File: src/rtl/aud_pkg.sv
// rtl/aud_pkg.sv - shared types for the WM8731 I2S ADC receive path
package aud_pkg;

   parameter int AUD_DATA_W = 16;

   typedef struct packed {
      logic [AUD_DATA_W-1:0] left;
      logic [AUD_DATA_W-1:0] right;
   } aud_frame_t;

   typedef enum logic [1:0] {IDLE, SKIP, SHIFT, WAIT} rx_state_t;

   typedef enum logic {CH_L = 1'b0, CH_R = 1'b1} chan_t;

endpackage

File: src/rtl/aud_frame_fifo.sv
// rtl/aud_frame_fifo.sv - show-ahead synchronous FIFO of stereo frames
module aud_frame_fifo
   import aud_pkg::*;
#(
   parameter int  DEPTH   = 4,
   parameter type frame_t = aud_frame_t
) (
   input  logic   clk,
   input  logic   reset_n,
   input  logic   push,
   input  frame_t push_data,
   output logic   full,
   input  logic   pop,
   output frame_t pop_data,
   output logic   empty
);

   localparam int AW = $clog2(DEPTH);

   frame_t        mem [DEPTH];
   logic [AW:0]   wr_ptr;
   logic [AW:0]   rd_ptr;
   logic          wr_en;
   logic          rd_en;

   assign empty    = (wr_ptr == rd_ptr);
   assign full     = (wr_ptr[AW] != rd_ptr[AW]) && (wr_ptr[AW-1:0] == rd_ptr[AW-1:0]);
   // a pop in the same cycle frees the slot, so a full FIFO still accepts
   assign wr_en    = push && (!full || pop);
   assign rd_en    = pop && !empty;
   assign pop_data = mem[rd_ptr[AW-1:0]];

   always_ff @(posedge clk or negedge reset_n) begin
      if (!reset_n) begin
         wr_ptr <= '0;
         rd_ptr <= '0;
      end else begin
         if (wr_en) wr_ptr <= wr_ptr + 1'b1;
         if (rd_en) rd_ptr <= rd_ptr + 1'b1;
      end
   end

   always_ff @(posedge clk) begin
      if (wr_en) mem[wr_ptr[AW-1:0]] <= push_data;
   end

endmodule

File: src/rtl/aud_i2s_rx.sv
// rtl/aud_i2s_rx.sv - I2S ADC deserialiser with frame FIFO; AUD_RX_PEAK_EN adds peak meters
module aud_i2s_rx
   import aud_pkg::*;
#(
   parameter int DATA_W     = AUD_DATA_W,
   parameter int FIFO_DEPTH = 4
) (
   input  logic              clk,
   input  logic              reset_n,
   input  logic              en,
   input  logic              aud_bclk,
   input  logic              aud_adclrck,
   input  logic              aud_adcdat,
   output logic              sample_valid,
   input  logic              sample_ready,
   output logic [DATA_W-1:0] sample_left,
   output logic [DATA_W-1:0] sample_right,
   output logic              overflow,
`ifdef AUD_RX_PEAK_EN
   output logic [DATA_W-2:0] peak_left,
   output logic [DATA_W-2:0] peak_right,
   input  logic              peak_clear,
`endif
   input  logic              clear_ovf
);

   localparam int CW = $clog2(DATA_W + 1);
   localparam logic [CW-1:0] FULL_CNT = CW'(DATA_W);
   localparam logic [CW-1:0] LAST_CNT = CW'(DATA_W - 1);

   typedef struct packed {
      logic [DATA_W-1:0] left;
      logic [DATA_W-1:0] right;
   } frame_t;

   logic bclk_m, bclk_s1, bclk_s2;
   logic lrck_m, lrck_s, lrck_prev;
   logic dat_m, dat_s;
   logic rise, lr_edge;

   rx_state_t         state;
   chan_t             chan;
   logic [DATA_W-1:0] shift_reg;
   logic [CW-1:0]     bit_cnt;
   logic [DATA_W-1:0] left_hold;
   logic              left_ok;
   logic              push_req;
   frame_t            push_data;

   logic [DATA_W-1:0] shifted;
   logic [DATA_W-1:0] commit_word;
   logic              commit_fire;

   logic   fifo_full, fifo_empty, pop;
   frame_t head;

   always_ff @(posedge clk or negedge reset_n) begin
      if (!reset_n) begin
         bclk_m  <= 1'b0;
         bclk_s1 <= 1'b0;
         bclk_s2 <= 1'b0;
         lrck_m  <= 1'b0;
         lrck_s  <= 1'b0;
         dat_m   <= 1'b0;
         dat_s   <= 1'b0;
      end else begin
         bclk_m  <= aud_bclk;
         bclk_s1 <= bclk_m;
         bclk_s2 <= bclk_s1;
         lrck_m  <= aud_adclrck;
         lrck_s  <= lrck_m;
         dat_m   <= aud_adcdat;
         dat_s   <= dat_m;
      end
   end

   assign rise    = bclk_s1 & ~bclk_s2;
   assign lr_edge = (lrck_s != lrck_prev);
   assign shifted = {shift_reg[DATA_W-2:0], dat_s};

   // A short word is cut by the LR edge and left-aligned; an edge back into
   // the channel already being received is a missed edge and commits nothing.
   always_comb begin
      commit_fire = 1'b0;
      commit_word = shifted;
      if (state == SHIFT) begin
         if (lr_edge) begin
            commit_fire = (chan_t'(lrck_s) != chan);
            commit_word = shift_reg << (FULL_CNT - bit_cnt);
         end else if (bit_cnt == LAST_CNT) begin
            commit_fire = 1'b1;
         end
      end
   end

   always_ff @(posedge clk or negedge reset_n) begin
      if (!reset_n) begin
         state     <= IDLE;
         chan      <= CH_L;
         shift_reg <= '0;
         bit_cnt   <= '0;
         lrck_prev <= 1'b0;
         left_hold <= '0;
         left_ok   <= 1'b0;
         push_req  <= 1'b0;
         push_data <= '0;
      end else begin
         push_req <= 1'b0;
         if (rise) lrck_prev <= lrck_s;
         if (!en) begin
            state     <= IDLE;
            left_ok   <= 1'b0;
            shift_reg <= '0;
            bit_cnt   <= '0;
         end else if (rise) begin
            if (commit_fire) begin
               if (chan == CH_L) begin
                  left_hold <= commit_word;
                  left_ok   <= 1'b1;
               end else if (left_ok) begin
                  push_req        <= 1'b1;
                  push_data.left  <= left_hold;
                  push_data.right <= commit_word;
                  left_ok         <= 1'b0;
               end
            end
            case (state)
               IDLE: begin
                  if (lr_edge && !lrck_s) begin
                     chan  <= CH_L;
                     state <= SKIP;
                  end
               end
               SKIP: begin
                  shift_reg <= '0;
                  bit_cnt   <= '0;
                  state     <= SHIFT;
               end
               SHIFT: begin
                  if (lr_edge) begin
                     chan  <= chan_t'(lrck_s);
                     state <= SKIP;
                  end else begin
                     shift_reg <= shifted;
                     bit_cnt   <= bit_cnt + CW'(1);
                     if (bit_cnt == LAST_CNT) state <= WAIT;
                  end
               end
               WAIT: begin
                  if (lr_edge) begin
                     chan  <= chan_t'(lrck_s);
                     state <= SKIP;
                  end
               end
               default: state <= IDLE;
            endcase
         end
      end
   end

   assign pop = sample_valid && sample_ready;

   aud_frame_fifo #(
      .DEPTH   (FIFO_DEPTH),
      .frame_t (frame_t)
   ) u_fifo (
      .clk       (clk),
      .reset_n   (reset_n),
      .push      (push_req),
      .push_data (push_data),
      .full      (fifo_full),
      .pop       (pop),
      .pop_data  (head),
      .empty     (fifo_empty)
   );

   assign sample_valid = !fifo_empty;
   assign sample_left  = fifo_empty ? '0 : head.left;
   assign sample_right = fifo_empty ? '0 : head.right;

   always_ff @(posedge clk or negedge reset_n) begin
      if (!reset_n) begin
         overflow <= 1'b0;
      end else if (push_req && fifo_full && !pop) begin
         overflow <= 1'b1;
      end else if (clear_ovf) begin
         overflow <= 1'b0;
      end
   end

`ifdef AUD_RX_PEAK_EN
   logic              push_acc;
   logic [DATA_W-2:0] abs_l, abs_r;

   function automatic logic [DATA_W-2:0] abs_sat(input logic [DATA_W-1:0] x);
      logic [DATA_W-1:0] neg;
      neg = -x;
      if (!x[DATA_W-1])          return x[DATA_W-2:0];
      else if (x[DATA_W-2:0] == '0) return '1;
      else                       return neg[DATA_W-2:0];
   endfunction

   assign push_acc = push_req && (!fifo_full || pop);
   assign abs_l    = abs_sat(push_data.left);
   assign abs_r    = abs_sat(push_data.right);

   always_ff @(posedge clk or negedge reset_n) begin
      if (!reset_n) begin
         peak_left  <= '0;
         peak_right <= '0;
      end else if (peak_clear) begin
         peak_left  <= push_acc ? abs_l : '0;
         peak_right <= push_acc ? abs_r : '0;
      end else if (push_acc) begin
         if (abs_l > peak_left)  peak_left  <= abs_l;
         if (abs_r > peak_right) peak_right <= abs_r;
      end
   end
`endif

endmodule

File: config.mk
export PLATFORM = sky130hd
export DESIGN_NAME = aud_i2s_rx
export DESIGN_NICKNAME = d
export VERILOG_FILES = /design/src/rtl/aud_pkg.sv /design/src/rtl/aud_frame_fifo.sv /design/src/rtl/aud_i2s_rx.sv
export SDC_FILE = /design/constraint.sdc
export NUM_CORES = 1
export LEC_CHECK = 0
export BUFFER_PORTS_ARGS = -buffer_cell sky130_fd_sc_hd__buf_2
export CAP_MARGIN = 0
export CELL_PAD_IN_SITES_DETAIL_PLACEMENT = 1
export CELL_PAD_IN_SITES_GLOBAL_PLACEMENT = 2
export CORE_ASPECT_RATIO = 0.6
export CORE_UTILIZATION = 35
export CTS_CLUSTER_SIZE = 12
export DETAILED_ROUTE_END_ITERATION = 16
export HOLD_SLACK_MARGIN = 0.06
export PLACE_DENSITY = 0.69
export SLEW_MARGIN = 20
export SYNTH_ARGS = -nofsm -noshare
export SYNTH_HDL_FRONTEND = slang
export SYNTH_SLANG_ARGS = --single-unit
File: constraint.sdc
create_clock -name clk -period 7.2 [get_ports clk]
set_input_delay 0.72 -clock clk [delete_from_list [all_inputs] [get_ports clk]]
set_output_delay 0.72 -clock clk [all_outputs]
set_load 0.05 [all_outputs]
# == After elaboration in Yosys (flattened, before gate mapping) ==
# Memory sizes are Yosys's and may differ from the RTL's.
# Cells that the tools add are included.
# word_totals
ff_bits,89
latchBits,0
ramBits,128
mem_bits_ro,0
inputBits,8
out_inout_bits,34
word_cells,107
memories,1
# mem_list
name,words,width,read_ports,rd_ports_with_merged_regs,write_ports,line_no,rtl
u_fifo.mem,4,32,1,0,1,aud_frame_fifo.sv:20,frame_t mem [DEPTH];
# op_classes
n_addsub,4
multipliers,0
div_mod_pow,0
magnitude_cmp,0
eq_ne,18
shifts,1
mux,38
bitwise,3
n_reduce_logical,22
# op_table
operator,n
16-bit 2-to-1 mux,7
16-bit one-hot mux with 2 select lines,1
1-bit 2-to-1 mux,18
16-bit by 5-bit << shifter with 16-bit output,1
5-bit 2-to-1 mux,3
2-bit 2-to-1 mux,6
5-bit one-hot mux with 2 select lines,1
5-bit AND reduction,2
3-bit != test (second input constant),3
2-bit one-hot mux with 4 select lines,1
4-bit AND reduction,2
1-bit logical AND,7
3-bit by 1-bit adder with 3-bit output (second input constant),2
2-bit by 1-bit != test with 1-bit output (second input constant),3
5-bit by 1-bit adder with 5-bit output (second input constant),1
5-bit by 4-bit equality test with 1-bit output (second input constant),1
5-bit subtractor (first input constant),1
2-bit equality test (second input constant),2
1-bit logical NOT,4
4-bit by 3-bit != test with 1-bit output (second input constant),1
2-bit nonzero test,2
3-bit equality test,1
1-bit != test,3
3-bit by 1-bit != test with 1-bit output (second input constant),1
other kinds (11),12

# == Logic depth before layout (Yosys ltp) ==
# depth
word_depth,7
depth_mapped,11
depth_no_buf,9

# == Cells and area by module ==
# From an unflattened synthesis, not the netlist that was laid out.
# unflattened
hier_cells,609
area_unflattened_um2,9427.8
# by_module_without_submodules
mod,n_inst,cells_per_inst,area_each_um2,seq_area_each_um2
aud_frame_fifo,1,215,5069.9,3993.8
aud_i2s_rx,1,394,4357.9,2077.0

# == Worst setup path after synthesis ==
# Ideal clock, no wire load.
# synth_timing
path_kind,reg-to-reg
startpoint,register u_fifo.rd_ptr[0]
endpoint,"memory u_fifo.mem[3][0] (netlist bit), enable pin"
setup_ps,424
arrival_time_ps,2604
required_time_ps,6776
setup_slack_ps,4172
stages_incl_launch_ff,7
n_path_buf,2
period_less_slack_ps,3028
cell_sequence,dfrtp_1 clkbuf_1 xor2_1 nor4_1 nand2b_1 clkbuf_1 nor2_1
# synth_between
elab_chain_cells,7
word_cells_on_any_way,10
classes_between,eq/ne: 2; mux: 2; reduce/logical: 6
# synth_rtl
element,line_no,rtl
"start, declared",aud_frame_fifo.sv:22,logic [AW:0] rd_ptr;
"start signal, assigned",aud_frame_fifo.sv:39,if (rd_en) rd_ptr <= rd_ptr + 1'b1;
3-bit equality test / 2-bit equality test (equally long branches),"aud_frame_fifo.sv:26, aud_frame_fifo.sv:27",
1-bit logical NOT / 1-bit logical AND (equally long branches),"aud_i2s_rx.sv:177, aud_frame_fifo.sv:27",
1-bit logical AND / 1-bit logical NOT (equally long branches),"aud_i2s_rx.sv:161, aud_frame_fifo.sv:29",
1-bit logical OR *,aud_frame_fifo.sv:29,assign wr_en = push && (!full || pop);
1-bit logical AND *,aud_frame_fifo.sv:29,
1-bit 2-to-1 mux *,aud_frame_fifo.sv:44,if (wr_en) mem[wr_ptr[AW-1:0]] <= push_data;
1-bit 2-to-1 mux (implied by the code) *,aud_frame_fifo.sv:44,
"end, declared",aud_frame_fifo.sv:20,
# Mark *: on every way between the ends. The rest lies on a longest branch, timed or not.

# == Worst setup path after layout ==
# layout_timing
startpoint,register u_fifo.rd_ptr[0]
endpoint,output port sample_right[5]
# layout_between
elab_chain_cells,2
word_cells_on_any_way,3
classes_between,eq/ne: 1; mux: 1; memory: 1
# layout_rtl
element,line_no,rtl
memory 4 x 32 bit / 3-bit equality test (equally long branches),--,
16-bit 2-to-1 mux *,aud_i2s_rx.sv:179,assign sample_right = fifo_empty ? '0 : head.right;
"end, declared",aud_i2s_rx.sv:17,"output logic [DATA_W-1:0] sample_right,"
# Marked as above.

==> impl_summary.log <==
INFO  metric run_status = finished, final reports clean
INFO  metric numPlacedInstances = 971
INFO  metric grt_usage = 0.153
INFO  metric ctsHtreeMaxLevel = 1
INFO  metric period_utilisation_layout = 0.475
INFO  metric top_post_synthesis_cells_by_count = edfxtp_1 (128), dfrtp_1 (89), nand2_1 (73)
INFO  metric initial_core_util = 0.362
INFO  metric number_of_routed_nets_with_antenna_violations = 0
INFO  metric yosys_warnings = 0
INFO  metric power_per_cell_area = 317 nW/um^2
INFO  metric synth-main-ff-cell = edfxtp_1
INFO  metric core_area = 25600 um^2
INFO  metric totalWireLength = 19700 um
INFO  metric setup-violations-final = 0
INFO  metric drc = 0
INFO  metric holdBufCountCts = 0
INFO  metric post_drt_via_cell_ratio = 5.12
INFO  metric yosys.cell_types.count = 49
INFO  metric globalRouteOverflowTotal = 0
INFO  metric drtPass1Iterations = 4
INFO  metric syn_inst = 601
INFO  metric netlist.area_leader.share = 0.415
INFO  metric timing.max_slew.rel_slack = 0.340
INFO  metric cellLeakagePower = 4.29 nW
INFO  metric crit_path_max_fanout = 35
INFO  metric crit_slowest_cell = buf_4
INFO  metric tritoncts = built
INFO  metric number_of_buffers_created_by_cts = 22
INFO  metric timing.setup.critical_path_class = reg2out
INFO  metric die_x = 212 um
INFO  metric io_pins = 42
INFO  metric initial_antenna_violation_count = 0
INFO  metric grt_setup_unrepaired = no
INFO  metric crit_chain = buf_4 > xor2_1 > nor2_1 > nand2_2 > and2_1 > buf_2
INFO  metric rows = 45
INFO  metric fillers = 2551
INFO  metric max_cap_violations = 0
INFO  metric detailroute.via_count = 5173
INFO  metric clock_sinks = 217
INFO  metric startpoint_type = flip-flop
INFO  metric yosys_register_bits = 217
INFO  metric final_net_count = 665
INFO  metric netlist_area_before_placement = 9270 um^2
INFO  metric timing_max_transition_violations_final = 0
INFO  metric path_clk_slew = 0.06 ns
INFO  metric min_path_type = in2async
INFO  metric first_pass_grt_wire_length = 32000 um
INFO  metric r2r_setup_slack = 3.81 ns
INFO  metric clk_latency = 0.50 ns
INFO  metric post_synth_main_area_contributors = edfxtp_1 (41%), dfrtp_1 (24%), mux4_2 (10%), mux2_2 (3.0%), nand2_1 (3.0%)
INFO  metric synthToLayoutAreaGrowth = 13.6%
INFO  metric cts_max_path_buffers = 3
INFO  metric post_cts_resize_count = 0
INFO  metric design.die.area = 27100 um^2
INFO  metric ys_seq_area_frac = 0.655
INFO  metric hpwlAfterDp = 12700 um
INFO  metric place_congestion = 0.828
INFO  metric vdd_drop_max = 0.362 mV
INFO  metric period_needed = 3.42 ns
INFO  metric synthDominantAreaCellType = edfxtp_1
INFO  metric crit_path_end_kind = output port
INFO  metric setup-tns-final = 0 ns
INFO  metric syn_area_per_cell = 15.4 um^2
INFO  metric count_of_flip_flops_with_a_built_in_enable_after_synthesis = 128
INFO  metric drt_iter0_markers = 310
INFO  metric first_global_vias = 5534
INFO  metric cts.repair_timing.setup_buffer_count = 0
INFO  metric postLayoutCoreUtil = 0.411
INFO  metric io_buffers = 41
INFO  metric chipHeight = 128 um
INFO  metric final_layout_size_suffix_gt1_frac = 0.237
INFO  metric cp_data_arrival_time = 2.70 ns
INFO  metric drt-wirelength-per-cell = 19.5 um
INFO  metric tightest_slew = 0.989 ns
INFO  metric fin_worst_skew = 0.0129 ns
INFO  metric synth_most_common_cell = edfxtp_1
INFO  metric grt_max_degree = 57
INFO  metric required = 6.48 ns
INFO  metric finish.cell_count_without_fillers = 1011
INFO  metric cts.root.buffer_cell = clkbuf_16
INFO  metric cpPeakStageDelay = 0.57 ns
INFO  metric max_freq = 0.292 GHz
INFO  metric number_of_flip_flops_in_the_largest_register = 128
INFO  metric n_antenna_cell = 0
INFO  metric synth.net_count = 623
INFO  metric postSynth.asyncResetShare = 0.410
INFO  metric finalHoldViolCount = 0
placed cells by master, fill, tap and decap left out, types with 12 or more instances in the layout:
cell and n:
mux4_2 42, nor2_1 16, and2_1 33, mux2_2 25, clkbuf_1 13, inv_1 16, ha_1 14, buf_2 40
nand2_1 72, buf_4 12, a22o_1 22, clkbuf_16 23, dfrtp_1 88, mux2i_1 12, edfxtp_1 128
power breakdown:
part           switching [mW]  internal (mW)  total [mW]
logic                   0.643          0.307       0.950
registers             0.00788           1.32        1.33
clock network           0.445          0.612        1.06
per-layer routing:
layer | GRT usage | share of wire | wire (um)
met4 | 0.0324 | 0.017 | 327
met5 | 0 | 0 | 0
met1 | 0.233 | 0.51 | 10100
met3 | 0.0238 | 0.032 | 638
met2 | 0.230 | 0.44 | 8700
stage by stage:
stage / hold slack [ns] / power [mW] / worst slack (ns) / cell area [um^2]
after floorplan: 0.331 / 2.11 / 4.17 / 9270
after global placement: 0.337 / 2.31 / 3.91 / 9870
after detailed placement: 0.343 / 2.32 / 3.79 / 9870
after CTS: 0.165 / 3.40 / 3.26 / 10500
after global routing: 0.187 / 3.49 / 3.45 / 10500
final: 0.161 / 3.34 / 3.78 / 10500
path summary, 6_finish.rpt:
check | from | endpoint | cells after the start
max in group asynchronous | reset_n | u_fifo.rd_ptr[0] | 2
min | reset_n | dat_m | 1
max | u_fifo.rd_ptr[0] | sample_right[5] | 6
max reg2reg | bit_cnt[0] | left_hold[5] | 6
min in group clk | aud_adcdat | dat_m | 1
min reg2reg | lrck_m | lrck_s | 0
cell families (layout without fill, tap and decap cells):
logic type | after synthesis | count (layout) | share of synthesized area
AND/OR/NAND/NOR | 161 | 161 | 0.0855
AO/OA/AOI/OAI | 63 | 63 | 0.0489
adder cells (fa/ha/maj) | 14 | 14 | 0.0189
flip-flops | 217 | 217 | 0.655
multiplexers | 84 | 84 | 0.157
buffers and inverters | 51 | 109 | 0.0231
XOR/XNOR | 11 | 11 | 0.0112
layout make-up:
type / instances / area [um^2] / share of cell area
clock buffer: 38 / 652 / 0.0619
clock inverter: 2 / 8.76 / 0.000832
inverter: 17 / 63.8 / 0.00606
multi-input combinational: 333 / 3000 / 0.285
sequential: 217 / 6070 / 0.577
tap: 352 / 440 / 0.0418
timing repair buffer: 52 / 290 / 0.0276
critical path, delay by kind of cell, from the launching register on:
kind,cells,cell delay [ns]
DFF,1,0.34
and+or+nand+nor,3,0.76
xor gates and xnor gates,1,0.25
buffers and inverters,2,0.83
(Power assumes the default switching activity.)
